`config.mk`:
```
export PLATFORM = sky130hd
export DESIGN_NAME = room_report_arbiter
export DESIGN_NICKNAME = d
export VERILOG_FILES = /design/src/rtl/room_report_arbiter.sv
export SDC_FILE = /design/constraint.sdc
export NUM_CORES = 1
export LEC_CHECK = 0
export BUFFER_PORTS_ARGS = -buffer_cell sky130_fd_sc_hd__buf_2
export CAP_MARGIN = 40
export CORE_UTILIZATION = 45
export CTS_CLUSTER_SIZE = 30
export DETAILED_ROUTE_END_ITERATION = 7
export GPL_ROUTABILITY_DRIVEN = 0
export PLACE_DENSITY = 0.74
export SETUP_SLACK_MARGIN = 0.02
export SLEW_MARGIN = 20
export SYNTH_ARGS = -nofsm -noshare
export SYNTH_HDL_FRONTEND = slang
export SYNTH_SLANG_ARGS = --single-unit
```
`constraint.sdc`:
```
create_clock -name clk -period 2.2 [get_ports clk]
set_input_delay 0.22 -clock clk [delete_from_list [all_inputs] [get_ports clk]]
set_output_delay 0.22 -clock clk [all_outputs]
set_load 0.05 [all_outputs]
```
`src/rtl/room_report_arbiter.sv`:
```
// Round-robin arbiter sharing one UART TX between the Cellar and Manor
// room controllers; each grant is sent as a 5-byte frame
// (SOF, HDR, DATA hi, DATA lo, CHK) over a byte-level start/busy handshake.
// Optional feature macro: ALARM_PRIORITY_EN. When it is defined, an alarmed
// requester beats a non-alarmed one in the same cycle.
module room_report_arbiter #(
    parameter logic [7:0] SOF        = 8'h55,
    parameter int         GAP_CYCLES = 4
) (
    input  logic        clk,
    input  logic        rst,
    input  logic        REQ_CELLAR,
    input  logic        REQ_MANOR,
    input  logic [15:0] DATA_CELLAR,
    input  logic [15:0] DATA_MANOR,
    input  logic        ALARM_CELLAR,
    input  logic        ALARM_MANOR,
    input  logic        TX_BUSY,
    output logic        TX_START,
    output logic [7:0]  TX_BYTE,
    output logic        ACK_CELLAR,
    output logic        ACK_MANOR,
    output logic        BUSY
);

    typedef enum logic [2:0] {
        IDLE,
        GRANT,
        START,
        WAIT_HI,
        WAIT_LO,
        ACK,
        GAP
    } state_t;

    localparam logic [15:0] GAP_LAST =
        16'(GAP_CYCLES > 0 ? GAP_CYCLES - 1 : 0);
    localparam logic [2:0] LAST_IDX = 3'd4;

    state_t      state_q;
    state_t      state_d;

    // Room encoding everywhere: 0 = Cellar, 1 = Manor.
    logic        room_q;
    logic        last_q;
    logic        pick_manor;
    logic        any_req;

    logic [5:0]  seq_q;
    logic [2:0]  idx_q;
    logic [15:0] gap_q;

    logic [7:0]  hdr_q;
    logic [7:0]  dhi_q;
    logic [7:0]  dlo_q;
    logic [7:0]  chk_q;

    logic [15:0] grant_data;
    logic        grant_alarm;
    logic [7:0]  grant_hdr;
    logic [7:0]  cur_byte;
    logic        sending;

    assign any_req = REQ_CELLAR | REQ_MANOR;

    // Winner selection among the requests present while IDLE.
    always_comb begin
        pick_manor = 1'b0;
        if (REQ_CELLAR && REQ_MANOR) begin
            pick_manor = ~last_q;
`ifdef ALARM_PRIORITY_EN
            if (ALARM_CELLAR && !ALARM_MANOR) begin
                pick_manor = 1'b0;
            end else if (ALARM_MANOR && !ALARM_CELLAR) begin
                pick_manor = 1'b1;
            end
`endif
        end else begin
            pick_manor = REQ_MANOR;
        end
    end

    // Snapshot of the granted room's inputs and the header they produce.
    always_comb begin
        grant_data  = room_q ? DATA_MANOR : DATA_CELLAR;
        grant_alarm = room_q ? ALARM_MANOR : ALARM_CELLAR;
        grant_hdr   = {room_q, grant_alarm, seq_q};
    end

    // Next-state logic for the grant / byte handshake sequence.
    always_comb begin
        state_d = state_q;
        case (state_q)
            IDLE: begin
                if (any_req) begin
                    state_d = GRANT;
                end
            end
            GRANT: begin
                state_d = START;
            end
            START: begin
                if (!TX_BUSY) begin
                    state_d = WAIT_HI;
                end
            end
            WAIT_HI: begin
                if (TX_BUSY) begin
                    state_d = WAIT_LO;
                end
            end
            WAIT_LO: begin
                if (!TX_BUSY) begin
                    if (idx_q == LAST_IDX) begin
                        state_d = ACK;
                    end else begin
                        state_d = START;
                    end
                end
            end
            ACK: begin
                if (GAP_CYCLES == 0) begin
                    state_d = IDLE;
                end else begin
                    state_d = GAP;
                end
            end
            GAP: begin
                if (gap_q == GAP_LAST) begin
                    state_d = IDLE;
                end
            end
            default: begin
                state_d = IDLE;
            end
        endcase
    end

    // State register.
    always_ff @(posedge clk) begin
        if (rst) begin
            state_q <= IDLE;
        end else begin
            state_q <= state_d;
        end
    end

    // Granted room is fixed at the IDLE -> GRANT transition.
    always_ff @(posedge clk) begin
        if (rst) begin
            room_q <= 1'b0;
        end else if (state_q == IDLE && any_req) begin
            room_q <= pick_manor;
        end
    end

    // Frame bytes are frozen in GRANT so later input changes are ignored.
    always_ff @(posedge clk) begin
        if (rst) begin
            hdr_q <= 8'h00;
            dhi_q <= 8'h00;
            dlo_q <= 8'h00;
            chk_q <= 8'h00;
        end else if (state_q == GRANT) begin
            hdr_q <= grant_hdr;
            dhi_q <= grant_data[15:8];
            dlo_q <= grant_data[7:0];
            chk_q <= grant_hdr ^ grant_data[15:8] ^ grant_data[7:0];
        end
    end

    // Byte index advances only after the UART has finished a byte.
    always_ff @(posedge clk) begin
        if (rst) begin
            idx_q <= 3'd0;
        end else if (state_q == GRANT) begin
            idx_q <= 3'd0;
        end else if (state_q == WAIT_LO && !TX_BUSY &&
                     idx_q != LAST_IDX) begin
            idx_q <= idx_q + 3'd1;
        end
    end

    // Sequence number and fairness pointer move once per completed frame.
    always_ff @(posedge clk) begin
        if (rst) begin
            seq_q  <= 6'd0;
            last_q <= 1'b1;
        end else if (state_q == ACK) begin
            seq_q  <= seq_q + 6'd1;
            last_q <= room_q;
        end
    end

    // Inter-frame gap counter.
    always_ff @(posedge clk) begin
        if (rst) begin
            gap_q <= 16'd0;
        end else if (state_q == ACK) begin
            gap_q <= 16'd0;
        end else if (state_q == GAP) begin
            gap_q <= gap_q + 16'd1;
        end
    end

    // Byte currently presented to the UART.
    always_comb begin
        case (idx_q)
            3'd0:    cur_byte = SOF;
            3'd1:    cur_byte = hdr_q;
            3'd2:    cur_byte = dhi_q;
            3'd3:    cur_byte = dlo_q;
            default: cur_byte = chk_q;
        endcase
    end

    // Outputs; TX_START is gated by TX_BUSY so no start overlaps a byte.
    always_comb begin
        sending    = (state_q == START) || (state_q == WAIT_HI) ||
                     (state_q == WAIT_LO);
        TX_START   = (state_q == START) && !TX_BUSY;
        TX_BYTE    = sending ? cur_byte : 8'h00;
        ACK_CELLAR = (state_q == ACK) && !room_q;
        ACK_MANOR  = (state_q == ACK) && room_q;
        BUSY       = (state_q != IDLE);
    end

endmodule

```
---- After elaboration in Yosys (flattened, before gate mapping) ----
Index checks and enable logic that the tools add are counted.
Widths: inputs -> output; s select.
storage, ports and cells
  output and inout port bits .............. 12
  input port bits ......................... 39
  logic and storage cells ................. 63
  register bits ........................... 62
operators by class
  bitwise operators ....................... 4
  add/sub/neg operators ................... 3
  multiplexer cells ....................... 12
  eq/ne operators ......................... 17
  reduce and logical (&&, ||, !) cells .... 17
operator list
  operator               count
  $pmux 8 s4             1
  $pmux 3 s7             1
  $mux 3                 6
  $add 16x1->16 const B  1
  $eq 16x2->1 const B    1
  $mux 16                1
  $xor 8x8->8            2
  $eq 3x2->1 const B     4
  $eq 3x3->1 const B     4
  $ne 2x2->1 const B     5
  $mux 8                 1
  $logic_and 1x1->1      7
  $add 6x1->6 const B    1
  $eq 3x1->1 const B     2
  $logic_not 3->1        2
  $reduce_and 5->1       1
  $reduce_or 2->1        2
  $add 3x1->3 const B    1
  $ne 3x3->1 const B     1
  $reduce_bool 3->1      1
  $logic_not 1->1        2
  $logic_or 1x1->1       2
  $mux 1                 2
  $not 1->1              1
  $or 1x1->1             1

---- Logic depth before layout (Yosys ltp) ----
Gate-level depths: netlist (run 1).
  word-level depth ........................ 4
  gate-level depth with buffers ........... 7
  depth with buffers taken out ............ 6

---- Worst setup path after synthesis (run 1) ----
OpenSTA, ideal clock, no wires.
  path kind ............................... flip-flop to output port
  start point ............................. reg state_q[1]
  end point ............................... out TX_START
  buffers on the path ..................... 1
  required time ........................... 1980 ps
  arrival ................................. 2347 ps
  cell stages (with the launch flop) ...... 4
  slack ................................... -367 ps
  cells stage by stage .................... dfxtp_1 -> clkbuf_1 -> inv_1 -> nor4_1
between the ends
  word-level cells in the longest chain between the ends .. 2
RTL lines
  what                    line  RTL
  from (decl)             40    state_t state_q;
  from (signal assigned)  144   state_q <= state_d;
  $eq 3x2->1              221   TX_START = (state_q == START) && !TX_BUSY;
  $logic_and 1x1->1       221
  to (decl)               19    output logic TX_START,
Every way passes these cells.

---- Worst setup path in the final report (run 1) ----
  start point ............................. reg idx_q[1]
  end point ............................... out TX_BYTE[4]
between the ends
  word-level cells in the longest chain between the ends .. 3
  elaborated cells between the ends (all ways) .. 6
  those cells by class .................... eq/ne: 3; mux: 2; reduce/logical: 1
RTL lines
  what                                line  RTL
  from (decl)                         50    logic [2:0] idx_q;
  from (signal assigned)              180   idx_q <= idx_q + 3'd1;
  $eq 3x2->1 (tied with other cells)  208   case (idx_q)
  $pmux 8 s4 *                        208
  $mux 8 *                            222   TX_BYTE = sending ? cur_byte : 8'h00;
  to (decl)                           20    output logic [7:0] TX_BYTE,
Mark *: on every way between the ends. The rest lies on a longest branch, timed or not.

==> results.md, run 1 <==
- Final std cells w/o fill: 539
- Inserted Clock Buffers: 9
- Final standard cell area without fillers: 4170 um2
- Core area: 6910 um2
- Diodes inserted: 0
- Lkg Pwr: 1.57 nW
- Cells after Synth: 382
- Asr flop ratio synth: 0%
- Max Fclk: 430 MHz
- Final #Nets: 484
- Number of global-route vias before repair: 2776
- Syn avg cell area: 8.55 um2
- Setup TNS: -0.660 ns
- Failing checks: setup timing
- Routed wire length: 7860 um
- Tot Pwr: 2.84 mW
- Area of the die: 7600 um2
- # rows: 30
- Antenna violations before repair: 0
- DRC Markers: 0
- Post-CTS Hold Buffers: 0
- R2R Path Start: gap_q[4]
- Fin. Hold Viols: 0
- EDFF count, synth: 0
- Peak supply drop: 0.000537 V
- Multi-input gate area: 2080 um2
- Setup slack, reg-to-reg: 0.45 ns
- Worst rel slew slack: 58.7%
- Fillers: 596
- Top cell type's share of synthesized area: 38.0%
- CP required: 1.98 ns
- Synth warn: 0
- GRT Total Usage: 21.9%
- Hold Path Class: primary input to register
- Total nets after synthesis: 428
- Vias per inst: 5.57
- Unrepaired setup endpoints after global routing: yes
- Power Dens Cells: 681 nW/um2
- Most frequent cell after synthesis: dfxtp_1
- Htree depth: 3
- Initial Util: 47.3%
- Worst skew pair latency: 0.35 ns
- CP Capture Type: primary output
- Crit start category: register
- Placed cell count: 522
- Synth Flop Type: dfxtp_1
- Final Slew Violations: 0
- Crit-path max FO: 5
- Final Skew: 0.0126 ns
- Synth top cells by count: 62 x dfxtp_1, 42 x nor2_1, 38 x nand2_1
- R2R Path End: gap_q[15]
- Crit Path Category: register to primary output
- Final min period: 2.32 ns
- Crit path arrival time: 2.10 ns
- CTS tree: built
- Synth cell types: 45
- Final core utilization: 60.4%
- FF/Latch Area: 1250 um2
- Sink Count: 62
- WL per Instance: 14.6 um
- Root Buffer: clkbuf_8
- Worst Slack Setup Final: -0.123 ns
- Cell count of the worst reg-to-reg path: 4
- #FFs+latches synth: 62
- Worst-Margin Slew: 0.618 ns
- Tcrit/Tclk final: 106%
- DRT iter0 DRCs: 175
- Pre-antenna DRT Iters: 5
- Post-Synthesis Cell Area: 3270 um2
- Status: complete, but fails checks
- Clock Path Buffers: 2
- Largest net degree at the start of global routing: 58
- First-pass GRT wire length: 12800 um
- Vias: 3004
- Hold Path Origin: REQ_MANOR
- Die Ht: 87.2 um
- Hpwl dp: 5350 um
- Final ANT Viol Nets: 0
- Total grt overflow: 0
- Cell taking the most area after synthesis: dfxtp_1
- Largest cells by area after synthesis: dfxtp_1 38%, mux2i_1 7.7%, xnor2_1 7.2%
- I/O Buffers: 50
- Hold Path End: room_q
- Register area share after synthesis: 38.0%
- Die W: 87.2 um
- Top Ports: 51
- Final setup fails: 8
- Hold depth: 3
- Share of layout cells above drive strength 1: 26.6%
- Worst-path clk slew: 0.07 ns
- MaxCap Viol Count: 0
- Placed cell areas: 3780 um2
- Area grow syn2layout: 27.8%
per-stage QoR:
step,hold WS [ns],worst slack (ns)
final,0.176,-0.123
after global routing,0.175,-0.194
after CTS,0.167,-0.0531
after detailed placement,0.450,0.0367
after global placement,0.444,0.122
after floorplan,0.385,0.0449
registers in the layout, indices dropped and copies added (netlist names):
name     cells
chk_q        8
dhi_q        8
dlo_q        8
gap_q       16
hdr_q        8
idx_q        3
last_q       1
room_q       1
seq_q        6
state_q      3
where the power goes:
group          leakage (nW)  internal (mW)  switching (mW)
Combinational         0.969          0.228           0.320
Clock                0.0976          0.582           0.461
Sequential            0.506           1.19          0.0584
kinds of logic (layout without fill, tap and decap cells):
kind of cell             after synthesis  after routing  synth area share [%]
buffers and inverters                 32             93                  3.95
AND/OR/NAND/NOR                      132            132                  19.9
multiplexers                          26             26                  8.00
adder cells (fa/ha/maj)                7              7                  2.68
XOR/XNOR                              38             38                  10.2
AO/OA/AOI/OAI                         85             85                  17.3
flip-flops                            62             62                  38.0
worst max-delay path by stage:
stage                        start          to  slack, ns  depth (start not counted)
after floorplan           idx_q[0]  TX_BYTE[1]       0.04                          6
after global placement    idx_q[0]  TX_BYTE[5]       0.12                          8
after detailed placement  idx_q[0]  TX_BYTE[7]       0.04                          8
after CTS                 idx_q[0]  TX_BYTE[7]      -0.05                          6
after global routing      idx_q[0]  TX_BYTE[0]      -0.19                          8
final                     idx_q[1]  TX_BYTE[4]      -0.12                          7
cell type report:
class,instances,area share (%)
multi-input combinational,288,49.9
timing repair buffer,70,11.5
clock inverter,5,1.38
inverter,7,0.749
sequential,62,29.9
tap,96,2.88
clock buffer,11,3.63
placed cells by master, fill, tap and decap left out, types with 4 or more instances in the layout:
cell type / count
a211oi_1: 17
a21oi_1: 25
a21oi_4: 5
a221o_1: 4
a222oi_1: 8
and4_1: 4
buf_2: 42
buf_4: 17
buf_6: 7
clkbuf_8: 11
dfxtp_1: 60
inv_1: 4
mux2i_1: 24
nand2_1: 34
nand2_4: 4
nand3_1: 8
nand4_1: 8
nor2_1: 38
nor2_4: 4
nor3_1: 8
o21ai_0: 15
xnor2_1: 27
xor2_1: 11
metal layers:
metal | share of wire, % | vias up | global-route usage [%] | wire (um)
met1 | 46 | 1403 | 28.7 | 3580
li1 | - | 1493 | - | -
met4 | 2.1 | 0 | 8.20 | 166
met2 | 47 | 88 | 34.3 | 3680
met3 | 5.6 | 20 | 6.07 | 437
met5 | 0 | - | 0 | 0
critical path: stages (launching register included):
cell and delay [ns]:
dfxtp_4 0.39, inv_4 0.05, ha_2 0.18, buf_4 0.16, a221o_1 0.30, a222oi_1 0.47, nor2_4 0.05, buf_6 0.17
repair_timing:
item | 4_1_cts | 5_1_grt
setup buffers | 1 | 1
pin swaps | 8 | 12
endpoints found under the setup margin | 8 | 8
gates resized for setup | 41 | 10
No activity file was read; power rests on OpenSTA's default activity.
==> run 2, diff against run 1 <==
--- a/config.mk
+++ b/config.mk
@@ -12,6 +12,7 @@
 export DETAILED_ROUTE_END_ITERATION = 7
 export GPL_ROUTABILITY_DRIVEN = 0
 export PLACE_DENSITY = 0.74
+export RECOVER_POWER = 50
 export SETUP_SLACK_MARGIN = 0.02
 export SLEW_MARGIN = 20
 export SYNTH_ARGS = -nofsm -noshare
==> run 2 against run 1 <==
Net effect: critical path depth stayed put; utilization is 0.33 points lower; non-clock buffer count stayed put; critical endpoint unchanged; first-iteration DRC count is 0.57% higher; the run still ends with setup timing left; sequential share of layout area is 0.16 points higher; clock skew is 0.00084 ns lower; critical path type unchanged; sequential power hardly changed.
==> results.md, run 2 (synthesized netlist as in run 1, its figures left out) <==
- I/O Buffers: 50 (unchanged)
- DRT iter0 DRCs: 176 (+0.57%)
- CP Capture Type: primary output
- Area of the die: 7600 um2 (unchanged)
- Final std cells w/o fill: 539 (unchanged)
- Biggest register: gap_q
- Die W: 87.2 um (unchanged)
- Core area: 6910 um2 (unchanged)
- Hold Path Origin: REQ_MANOR
- Crit start category: register
- Top Ports: 51 (unchanged)
- Worst-Margin Slew: 1.06 ns (+0.446 ns)
- # rows: 30 (unchanged)
- Inserted Clock Buffers: 9 (unchanged)
- Routed wire length: 7910 um (+0.57%)
- Total grt overflow: 0 (unchanged)
- Antenna violations before repair: 0 (unchanged)
- DRC Markers: 0 (unchanged)
- Htree depth: 3 (unchanged)
- Largest net degree at the start of global routing: 58 (unchanged)
- Multi-input gate area: 2080 um2 (-0.24%)
- Fin. Hold Viols: 0 (unchanged)
- CP peak stage delay: 0.47 ns (about the same)
- Fillers: 600 (+0.67%)
- Pre-antenna DRT Iters: 5 (unchanged)
- Post-CTS Hold Buffers: 0 (unchanged)
- Worst-path clk slew: 0.07 ns (about the same)
- Root Buffer: clkbuf_8
- Crit-path max FO: 5 (unchanged)
- Status: complete, but fails checks
- Setup TNS: -0.675 ns (-0.0149 ns)
- First-pass GRT wire length: 12800 um (unchanged)
- GRT Total Usage: 21.9% (unchanged)
- Clock Path Buffers: 2 (unchanged)
- Final ANT Viol Nets: 0 (unchanged)
- Tcrit/Tclk final: 106% (+0.17 points)
- Power Dens Cells: 683 nW/um2 (+0.23%)
- Sink Count: 62 (unchanged)
- Crit Path Category: register to primary output
- WL per Instance: 14.7 um (+0.57%)
- Critical-path top delay cell: a222oi_1
- Commonest cells after routing, fill and taps aside: 60 x dfxtp_1, 42 x buf_2, 38 x nor2_1
- Setup WS pre-CTS: 0.0367 ns (unchanged)
- Diodes inserted: 0 (unchanged)
- Share of layout cells above drive strength 1: 26.4% (-0.23 points)
- Peak supply drop: 0.000545 V (+1.5%)
- Max reg flops: 16 (unchanged)
- Commonest non-fill, non-tap cell in the layout: dfxtp_1
- Final min period: 2.33 ns (+0.00381 ns)
- Vias: 2980 (-0.80%)
- Vias per inst: 5.53 (-0.80%)
- Hold Path Class: primary input to register
- Crit path launch: idx_q[1]
- Placed cell areas: 3780 um2 (unchanged)
- FF/Latch Area: 1250 um2 (unchanged)
- Worst Slack Setup Final: -0.127 ns (-0.00381 ns)
- Initial Util: 47.3% (unchanged)
- Lkg Pwr: 1.56 nW (-0.59%)
- Die Ht: 87.2 um (unchanged)
- Final worst hold slack: 0.172 ns (-0.00443 ns)
- Final Slew Violations: 0 (unchanged)
- Unrepaired setup endpoints after global routing: yes
- Crit path arrival time: 2.11 ns (about the same)
- CP Cell Sequence: inv_4 -> ha_2 -> buf_4 -> a221o_1 -> a222oi_1 -> nor2_4 -> buf_6
- Max Fclk: 430 MHz (-0.16%)
- R2R Path Start: state_q[0]
- Final Skew: 0.0118 ns (-0.000837 ns)
- Hpwl dp: 5350 um (unchanged)
- Final #Nets: 484 (unchanged)
- Area grow syn2layout: 27.1%
- CP required: 1.98 ns (about the same)
- Final setup fails: 8 (unchanged)
- CTS tree: built
- Final standard cell area without fillers: 4150 um2 (-0.54%)
- MaxCap Viol Count: 0 (unchanged)
- Failing checks: setup timing
- Worst rel slew slack: 29.0% (-30 points)
- Worst skew pair latency: 0.35 ns (about the same)
- Number of global-route vias before repair: 2776 (unchanged)
- Placed cell count: 522 (unchanged)
==> run 2: worst paths after layout <==
path           endpoint  cells after the start  slack [ns]
min              room_q                      3        0.17
max          TX_BYTE[4]                      7       -0.13
max reg2reg    dlo_q[0]                      5        0.07
min reg2reg    hdr_q[0]                      2        0.46
==> run 2: per-layer routing <==
layer / routed length (um) / global-route usage, % / share of wire (%)
met4: 163 / 8.20 / 2.1
met3: 475 / 6.07 / 6.0
met5: 0 / 0 / 0
met1: 3610 / 28.7 / 46
met2: 3650 / 34.3 / 46
==> run 2: cell type report <==
type,count,share of cell area [%]
multi-input cells,288,50.1
flip-flops and latches,62,30.1
repair buffers,70,11.2
clock buffers,11,3.65
well taps,96,2.89
clock inverters,5,1.39
inverters,7,0.753
==> run 2: timing repair <==
action                     in CTS  in global routing
gates resized for setup        41                 10
setup endpoints to repair       8                  8
pin swaps                       8                 12
buffers inserted                1                  1
==> run 2: per-stage QoR <==
stage | total power, mW | utilization, %
3_3_place_gp | 1.78 | 54.7
2_1_floorplan | 1.63 | -
5_1_grt | 2.96 | 60.1
6_report | 2.83 | 60.1
3_5_place_dp | 1.80 | 54.7
4_1_cts | 2.84 | 59.7
==> run 2: critical path: cells and delay by family (launching register included) <==
kind / cells / cell delay, ns
buffers and inverters: 3 / 0.38
and+or+nand+nor: 1 / 0.06
AOI/OAI and AO/OA: 2 / 0.77
adders and majority gates: 1 / 0.18
DFF: 1 / 0.39
==> run 2: where the power goes <==
part | leakage [nW] | switching (mW) | internal, mW | total (mW)
registers | 0.506 | 0.0590 | 1.19 | 1.25
logic | 0.960 | 0.318 | 0.218 | 0.536
clock network | 0.0976 | 0.463 | 0.582 | 1.05
total | 1.56 | 0.840 | 1.99 | 2.83
